**src/rtl/sdram_frame_writer.sv**
```systemverilog
// Frame writer: turns the captured RGB565 pixel stream into FIFO pushes plus
// SDRAM burst requests, one frame per ping-pong bank.
module sdram_frame_writer #(
    parameter int unsigned H_PIXELS   = 640,
    parameter int unsigned V_LINES    = 480,
    parameter int unsigned BURST_LEN  = 256,
    parameter int unsigned FIFO_DEPTH = 512,
    parameter int unsigned ADDR_W     = 22
) (
    input  logic              clk,
    input  logic              rst,
    input  logic              wr_load,
    input  logic [1:0]        wr_bank,
    input  logic              pix_vsync,
    input  logic              pix_valid,
    input  logic [15:0]       pix_data,
    output logic              fifo_wr_en,
    output logic [15:0]       fifo_wr_data,
    output logic              wr_req,
    output logic [ADDR_W-1:0] wr_addr,
    output logic [8:0]        wr_len,
    input  logic              wr_ack,
    output logic              bank_valid,
    output logic              frame_write_done,
    output logic              overflow,
    output logic              short_frame
);

    localparam int unsigned FRAME_WORDS = H_PIXELS * V_LINES;
    localparam int unsigned CNT_W       = $clog2(FRAME_WORDS + 1);
    localparam int unsigned PEND_W      = $clog2(FIFO_DEPTH + 1);
    localparam int unsigned OFF_W       = ADDR_W - 2;

    localparam logic [CNT_W-1:0]  FRAME_CNT  = CNT_W'(FRAME_WORDS);
    localparam logic [PEND_W-1:0] FIFO_FULL  = PEND_W'(FIFO_DEPTH);
    localparam logic [PEND_W-1:0] BURST_PEND = PEND_W'(BURST_LEN);
    localparam logic [8:0]        BURST_W    = 9'(BURST_LEN);

    typedef enum logic [2:0] {
        StIdle,
        StWaitVs,
        StCapture,
        StFlush,
        StDone,
        StAbort
    } state_e;

    state_e             state_q, state_d;
    logic [1:0]         vsync_q;  // [0] newer, [1] older
    logic [1:0]         bank_q, bank_d;
    logic [OFF_W-1:0]   offset_q, offset_d;
    logic [CNT_W-1:0]   pix_cnt_q, pix_cnt_d;
    logic [PEND_W-1:0]  pending_q, pending_d;
    logic               wr_req_q, wr_req_d;
    logic [8:0]         wr_len_q, wr_len_d;
    logic               bank_valid_q, bank_valid_d;
    logic               done_q, done_d;
    logic               overflow_q, overflow_d;
    logic               short_q, short_d;
    logic               fifo_wr_en_q;
    logic [15:0]        fifo_wr_data_q;

    logic vs_fall, vs_rise, pix_strobe, in_frame, frame_room, fifo_room, push, ack;

    assign vs_fall    = vsync_q[1] & ~vsync_q[0];
    assign vs_rise    = ~vsync_q[1] & vsync_q[0];
    assign pix_strobe = pix_valid & ~pix_vsync;
    assign in_frame   = (state_q == StCapture);
    assign frame_room = (pix_cnt_q < FRAME_CNT);
    assign fifo_room  = (pending_q < FIFO_FULL);
    assign push       = in_frame & pix_strobe & frame_room & fifo_room;
    assign ack        = wr_req_q & wr_ack;

    // Next-state: word accounting, burst issue and frame sequencing
    always_comb begin
        state_d      = state_q;
        bank_d       = bank_q;
        offset_d     = offset_q;
        pix_cnt_d    = pix_cnt_q;
        wr_req_d     = wr_req_q;
        wr_len_d     = wr_len_q;
        bank_valid_d = bank_valid_q;
        done_d       = done_q;
        overflow_d   = overflow_q;
        short_d      = short_q;

        pending_d = pending_q + PEND_W'(push) - (ack ? PEND_W'(wr_len_q) : '0);
        if (push) begin
            pix_cnt_d = pix_cnt_q + 1'b1;
        end
        if (in_frame && pix_strobe && frame_room && !fifo_room) begin
            overflow_d = 1'b1;
        end

        // Offset advances modulo the per-bank space; the cast drops any carry.
        if (ack) begin
            wr_req_d = 1'b0;
            offset_d = offset_q + OFF_W'(wr_len_q);
        end

        // A new request is only raised from a low wr_req, so wr_req always
        // shows at least one low cycle between bursts.
        if (!wr_req_q) begin
            if (state_q == StCapture && pending_q >= BURST_PEND) begin
                wr_req_d = 1'b1;
                wr_len_d = BURST_W;
            end else if ((state_q == StFlush || state_q == StAbort) && pending_q != '0) begin
                wr_req_d = 1'b1;
                wr_len_d = (pending_q >= BURST_PEND) ? BURST_W : 9'(pending_q);
            end
        end

        unique case (state_q)
            StIdle: begin
                if (wr_load) begin
                    offset_d = '0;
                    state_d  = StWaitVs;
                end
            end
            StWaitVs: begin
                if (vs_fall) begin
                    bank_d       = wr_bank;
                    pix_cnt_d    = '0;
                    bank_valid_d = 1'b1;
                    done_d       = 1'b0;
                    state_d      = StCapture;
                end
            end
            StCapture: begin
                if (vs_rise || pix_cnt_q == FRAME_CNT) begin
                    bank_valid_d = 1'b0;
                    state_d      = StFlush;
                    if (pix_cnt_q != FRAME_CNT) begin
                        short_d = 1'b1;
                    end
                end
            end
            StFlush: begin
                if (pending_q == '0 && !wr_req_q) begin
                    done_d  = 1'b1;
                    state_d = StDone;
                end
            end
            StDone: begin
                state_d = StIdle;
            end
            StAbort: begin
                // Words already pushed are drained to memory; the offset is
                // cleared only once the last ack has landed so it cannot be
                // bumped again afterwards.
                if (pending_q == '0 && !wr_req_q) begin
                    offset_d = '0;
                    done_d   = 1'b1;
                    state_d  = StWaitVs;
                end
            end
            default: begin
                state_d = StIdle;
            end
        endcase

        if (wr_load && state_q != StIdle) begin
            bank_valid_d = 1'b0;
            state_d      = StAbort;
        end
    end

    // State and output registers with synchronous reset
    always_ff @(posedge clk) begin
        if (rst) begin
            state_q        <= StIdle;
            vsync_q        <= 2'b00;
            bank_q         <= 2'b00;
            offset_q       <= '0;
            pix_cnt_q      <= '0;
            pending_q      <= '0;
            wr_req_q       <= 1'b0;
            wr_len_q       <= '0;
            bank_valid_q   <= 1'b0;
            done_q         <= 1'b1;
            overflow_q     <= 1'b0;
            short_q        <= 1'b0;
            fifo_wr_en_q   <= 1'b0;
            fifo_wr_data_q <= '0;
        end else begin
            state_q        <= state_d;
            vsync_q        <= {vsync_q[0], pix_vsync};
            bank_q         <= bank_d;
            offset_q       <= offset_d;
            pix_cnt_q      <= pix_cnt_d;
            pending_q      <= pending_d;
            wr_req_q       <= wr_req_d;
            wr_len_q       <= wr_len_d;
            bank_valid_q   <= bank_valid_d;
            done_q         <= done_d;
            overflow_q     <= overflow_d;
            short_q        <= short_d;
            fifo_wr_en_q   <= push;
            if (push) begin
                fifo_wr_data_q <= pix_data;
            end
        end
    end

    assign fifo_wr_en       = fifo_wr_en_q;
    assign fifo_wr_data     = fifo_wr_data_q;
    assign wr_req           = wr_req_q;
    assign wr_addr          = {bank_q, offset_q};
    assign wr_len           = wr_len_q;
    assign bank_valid       = bank_valid_q;
    assign frame_write_done = done_q;
    assign overflow         = overflow_q;
    assign short_frame      = short_q;

endmodule
```
**config.mk**
```make
export PLATFORM = sky130hd
export DESIGN_NAME = sdram_frame_writer
export DESIGN_NICKNAME = d
export VERILOG_FILES = /design/src/rtl/sdram_frame_writer.sv
export SDC_FILE = /design/constraint.sdc
export NUM_CORES = 1
export LEC_CHECK = 0
export ABC_AREA = 1
export CORE_ASPECT_RATIO = 1.1
export CORE_UTILIZATION = 50
export CTS_CLUSTER_DIAMETER = 100
export DETAILED_ROUTE_END_ITERATION = 8
export PLACE_DENSITY = 0.78
export SYNTH_ARGS = -nofsm -noshare
export SYNTH_HDL_FRONTEND = slang
export SYNTH_SLANG_ARGS = --single-unit
```
**constraint.sdc**
```tcl
create_clock -name clk -period 5.8 [get_ports clk]
set_clock_uncertainty 0.15 [all_clocks]
set_input_delay 1.16 -clock clk [delete_from_list [all_inputs] [get_ports clk]]
set_output_delay 1.16 -clock clk [all_outputs]
set_load 0.1 [all_outputs]
```
==> results of run 1 <==
worst max-delay path: stages:
cell and delay (ns):
clkdlybuf4s50_1 0.40, inv_1 0.07, nand2_1 0.09, nor2_4 0.15
nand3_4 0.30, ha_1 0.41, inv_1 0.06, ha_1 0.15
inv_1 0.08, fa_1 0.41, o21bai_1 0.29, nand4_1 0.16
nand3_1 0.10, nand2_1 0.05, nor2_1 0.10
layer usage:
layer	track usage	vias to the layer above
met4	0.0885	0
met5	0	-
li1	-	2436
met1	0.295	2233
met3	0.0519	27
met2	0.423	136
layout make-up:
| cell class | count | area (µm²) |
|---|---|---|
| flip-flops and latches | 87 | 1740 |
| well taps | 117 | 146 |
| inverters | 79 | 297 |
| multi-input cells | 527 | 2730 |
| repair buffers | 77 | 768 |
| clock inverters | 7 | 95.1 |
| fillers | 853 | 3500 |
| clock buffers | 9 | 124 |
layout by cell type (no fill, tap or decap), types with 3 or more instances in the layout:
cell             Yosys  routed
inv_2                3       3
nand2_2              3       3
nor3_1               8       8
ha_1                29      29
xnor2_1              5       5
nor2_1             105     105
a21o_1               4       4
nand3_1             60      60
xor2_1              13      13
nand4_1             14      14
nor2_2               3       3
o21ai_0             22      22
a21oi_1             66      66
clkbuf_8             0       9
or2_2                3       3
nand3b_1             4       4
clkdlybuf4s50_1      0      76
inv_1               76      76
nand2_1            165     165
dfxtp_1             87      87
metrics by stage:
stage,total power [mW],hold slack [ns],std cells,instance area (µm²),util
2_1_floorplan,1.18,0.280,710,4850,-
3_3_place_gp,1.31,0.290,887,5680,0.604
3_5_place_dp,1.32,0.293,887,5680,0.604
4_1_cts,1.80,0.307,903,5900,0.628
5_1_grt,1.89,0.319,903,5900,0.628
6_report,1.79,0.302,903,5900,0.628
worst max-delay path by stage:
| stage | endpoint | slack, ns | startpoint |
|---|---|---|---|
| after floorplan | pending_q[8] | 2.32 | wr_req |
| after global placement | pending_q[8] | 1.69 | pix_vsync |
| after detailed placement | pending_q[8] | 1.61 | pix_vsync |
| after global routing | pending_q[6] | 1.80 | pix_vsync |
| after CTS | pending_q[8] | 1.97 | pix_vsync |
| final | pending_q[8] | 1.97 | pix_vsync |
kinds of logic after synthesis:
kind of cell / Yosys count / share of synthesized area
flip-flops: 87 / 0.359
XOR/XNOR: 18 / 0.0325
multiplexers: 2 / 0.00413
buffers and inverters: 96 / 0.0777
AND/OR/NAND/NOR: 369 / 0.324
adder cells (fa/ha/maj): 31 / 0.0831
AO/OA/AOI/OAI: 107 / 0.119
where the power goes:
part / leakage (nW) / switching, mW / total, mW / internal, mW
registers: 0.703 / 0.0430 / 0.682 / 0.639
logic: 1.59 / 0.436 / 0.628 / 0.192
clock network: 0.110 / 0.237 / 0.482 / 0.244
total: 2.40 / 0.716 / 1.79 / 1.08
state kept, by name, summed over array words and instances (netlist names):
| register | cells |
|---|---|
| bank_valid | 1 |
| wr_req | 1 |
| overflow | 1 |
| wr_len | 9 |
| frame_write_done | 1 |
| pending_q | 10 |
| offset_q | 20 |
| fifo_wr_data | 16 |
| pix_cnt_q | 19 |
| state_q | 3 |
| bank_q | 2 |
| vsync_q | 2 |
| fifo_wr_en | 1 |
| short_frame | 1 |
synth_stat cells, drive strengths merged:
| cell | instances |
|---|---|
| nand2 | 168 |
| nor2 | 109 |
| dfxtp | 87 |
| inv | 79 |
| a21oi | 67 |
| nand3 | 61 |
| ha | 29 |
| o21ai | 24 |
| nand4 | 14 |
| xor2 | 13 |
| clkbuf | 9 |
| buf | 8 |
| nor3 | 8 |
| xnor2 | 5 |
| a21o | 4 |
| nand3b | 4 |
| or2 | 3 |
| a211oi | 2 |
| and2 | 2 |
| fa | 2 |
| mux2i | 2 |
| o211ai | 2 |
| o21bai | 2 |
| o22ai | 2 |
| a21boi | 1 |
| a22oi | 1 |
| o21a | 1 |
| o221ai | 1 |
==> flow_summary.yaml, run 1 <==
synth:
  yosysTopAreaCell: "dfxtp_1"
  ys_seq_area_frac: 0.359
  synth_top_area_frac: 0.359
  synth_nets: 765
  synth_area_mm2: 0.00485
  synth_cell_types: 38
  avgSynthCellArea_um2: 6.83
  synthTopCellsByArea: "dfxtp_1 (36%), nand2_1 (13%), nor2_1 (8.1%)"
  yosys_warnings: 0
  syn_inst: 710
  synth_seq_cells: 87
worst_setup_path:
  crit_fanout: 28
  r2r_slack_ns: 2.68
  reg2reg_to: "pending_q[8]"
  crit-reg2reg-launch: "state_q[0]"
  end_kind: "register"
  cp.required_ns: 5.95
  start_kind: "input pin"
  reg2regPathDepth: 14
  path_class: "input pin to register"
  cp.arrival_ns: 3.98
detailed_routing:
  ant_nets: 0
  viasPerCell: 5.35
  highest_layer: "met4"
  dr_wl_met3_um: 585
  drt-total-wl_um: 12000
  drt-initial-drc-count: 224
  via_count: 4832
  drt-wirelength-per-cell_um: 13.3
  met2_wirelength_um: 5820
  drt_pass1_iterations: 5
  remaining_drc_errors: 0
  routedLengthMet1_um: 5300
floorplanning:
  fp.dieW_um: 95.9
  die_y_um: 105
  num_rows: 37
  start_util: 0.516
  core_mm2: 0.00940
  die-area_mm2: 0.0101
  num_io_pins: 77
clocking:
  insertion_delay_ns: 0.36
  postCtsSetupBuffers: 0
  ctsResizeCount: 0
  numCtsBuffers: 9
  hold_buffers: 0
  cts_tree: "done"
  cts-htree-levels: 3
  clock_sinks: 87
  clk_pin_slew_ns: 0.09
  root_buffer: "clkbuf_8"
  clock_path_buffers: 2
global_route:
  grt-ovfl-total: 0
  antenna_found_initial: 0
  grt_pass1_vias: 4482
  grt_pass1_wl_um: 19700
  grt_use_total: 0.245
  grt_max_degree: 39
power:
  pwr_density_cell_mw_per_mm2: 304
  p_leak_nw: 2.40
  peakVddDrop_v: 0.000166
layout:
  layout-drive-gt1-share: 0.0407
  fin_nets: 836
  diodes: 0
  syn2layout_area_growth_pct: 21.7
hold_path:
  whs_path_depth: 2
  hold_path.class: "register to register"
  whs_endpoint: "overflow"
  hold_start: "overflow"
sta:
  rsz0062_at_grt: "false"
  timing.final.setup_violations: 0
  fin_tns_setup_ns: 0
  max_freq_ghz: 0.261
  final.min_clock_period_ns: 3.83
  tightest_slew_ns: 1.02
  slew-limit-headroom: 0.319
  fin_crit_sh: 0.660
  drv_slew: 0
  final.setup.worst_slack_ns: 1.97
  finalHoldViolCount: 0
placement:
  dpl_worst_slack_ns: 1.61
  gp_congestion: 0.882
  portBuffers: 76
  dpl.hpwl_um: 8720
outcome:
  outcome: "finished, final reports clean"
job:
  cap_violations: 0
Note: power is estimated with default switching activity, not from simulation.
==> run 2: changes to the inputs <==
Clock period 5.8 ns to 3.6 ns, I/O delays scaled along.
==> flow_summary.yaml, run 2 (synthesized netlist as in run 1, its figures left out) <==
outcome:
  outcome: "finished, final reports clean"
layout:
  layout-drive-gt1-share: 0.0823
  largest_reg_flops: 20
  final_cell_mix: "nand2_1 (165), nor2_1 (105), dfxtp_1 (87), inv_1 (76), a21oi_1 (66)"
  final_common_cell: "nand2_1"
  fin_util: 0.619
  final_cell_area_mm2: 0.00582
  nFillCells: 897
  syn2layout_area_growth_pct: 20.0
  final-instance-count-excl-fill: 907
  diodes: 0
  fin_nets: 840
  top_register: "offset_q"
worst_setup_path:
  end_kind: "register"
  path_class: "input pin to register"
  cp.arrival_ns: 3.15
  crit_fanout: 8
  start_kind: "input pin"
  cp.required_ns: 3.73
clocking:
  postCtsSetupBuffers: 0
  root_buffer: "clkbuf_8"
  clk_pin_slew_ns: 0.09
  ctsResizeCount: 0
  cts_tree: "done"
  insertion_delay_ns: 0.38
  numCtsBuffers: 9
  clock_path_buffers: 2
  clock_sinks: 87
  cts-htree-levels: 3
  hold_buffers: 0
power:
  pwr-share-clk: 0.233
  internal_power_mw: 1.60
  p_comb_frac: 0.367
  power_mw: 2.74
  peakVddDrop_v: 0.000280
  p_leak_nw: 2.45
  swShare: 0.418
  pwr-share-seq: 0.401
  p_switching_mw: 1.15
  pwr_density_cell_mw_per_mm2: 472
global_route:
  grt_use_total: 0.255
  antenna_found_initial: 0
  grt_use_met1: 0.315
  grtUsageMet3: 0.0332
  grt_max_degree: 34
  grt.busiest_layer: "met2"
  grt_pass1_vias: 4657
  use_met2: 0.418
  grt_pass1_wl_um: 20300
  grt-ovfl-total: 0
sta:
  fin_tns_setup_ns: 0
  timing.final.setup_violations: 0
  slew-limit-headroom: 0.339
  drv_slew: 0
  final.min_clock_period_ns: 3.02
  finalHoldViolCount: 0
  max_freq_ghz: 0.331
  rsz0062_at_grt: "false"
  tightest_slew_ns: 0.989
  fin_crit_sh: 0.839
job:
  cap_violations: 0
detailed_routing:
  ant_nets: 0
  drt_pass1_iterations: 5
  viasPerCell: 5.30
  drt-wirelength-per-cell_um: 13.0
  remaining_drc_errors: 0
  via_count: 4811
  drt-total-wl_um: 11800
  drt-initial-drc-count: 208
hold_path:
  hold_path.class: "register to register"
placement:
  dpl.hpwl_um: 8810
  dp.cells: 891
  portBuffers: 76
  place_area_mm2: 0.00564
  gp_congestion: 0.950
floorplanning:
  core_mm2: 0.00940
  start_util: 0.516
  fp.dieW_um: 95.9
  num_rows: 37
  die_y_um: 105
  die-area_mm2: 0.0101
  num_io_pins: 77
run 2: cell types whose count changed in the layout (fill, tap and decap cells not counted):
| cell | previous run | this run |
|---|---|---|
| bufinv_16 | 2 | 0 |
| clkinv_2 | 2 | 1 |
| clkinvlp_4 | 1 | 3 |
| clkdlybuf4s50_1 | 76 | 47 |
| inv_6 | 2 | 3 |
| buf_4 | 1 | 34 |
run 2: critical path, cell delays in order:
cell	delay, ns
clkdlybuf4s50_1	0.45
nand2_1	0.18
inv_2	0.19
nand2_1	0.10
ha_1	0.31
inv_1	0.06
fa_1	0.46
o21bai_1	0.29
nand4_1	0.16
a21oi_1	0.15
nor2_1	0.06
run 2: power by group through the flow:
stage | Sequential [mW] | Clock, mW | Combinational [mW]
5_1_grt | 1.11 | 0.697 | 1.13
6_report | 1.10 | 0.639 | 1.01
3_5_place_dp | 1.12 | 0 | 1.00
4_1_cts | 1.10 | 0.657 | 1.01
2_1_floorplan | 1.27 | 0 | 0.633
3_3_place_gp | 1.12 | 0 | 0.983
run 2: through the flow:
step           setup slack (ns)  hold WS, ns
3_5_place_dp              0.211        0.296
5_1_grt                   0.392        0.334
2_1_floorplan             0.119        0.280
3_3_place_gp              0.273        0.291
6_report                  0.579        0.302
4_1_cts                   0.597        0.308
run 2: path summary, 6_finish.rpt:
| path | from | end | slack [ns] | depth (start not counted) |
|---|---|---|---|---|
| min reg2reg | short_frame | short_frame | 0.30 | 2 |
| min | short_frame | short_frame | 0.30 | 2 |
| max | wr_ack | pending_q[8] | 0.58 | 11 |
| max reg2reg | state_q[0] | pending_q[8] | 0.86 | 13 |
run 2: routing by layer:
layer | part of all wire | wire length (µm)
met1 | 0.44 | 5180
met5 | 0 | 0
met3 | 0.045 | 535
met4 | 0.034 | 398
met2 | 0.48 | 5680
run 2: layout make-up:
| cell class | instances | area [µm²] | share of cell area |
|---|---|---|---|
| multi-input combinational | 527 | 2730 | 0.469 |
| timing repair buffer | 81 | 726 | 0.125 |
| tap | 117 | 146 | 0.0252 |
| inverter | 79 | 297 | 0.0510 |
| clock inverter | 7 | 53.8 | 0.00925 |
| sequential | 87 | 1740 | 0.299 |
| clock buffer | 9 | 124 | 0.0213 |
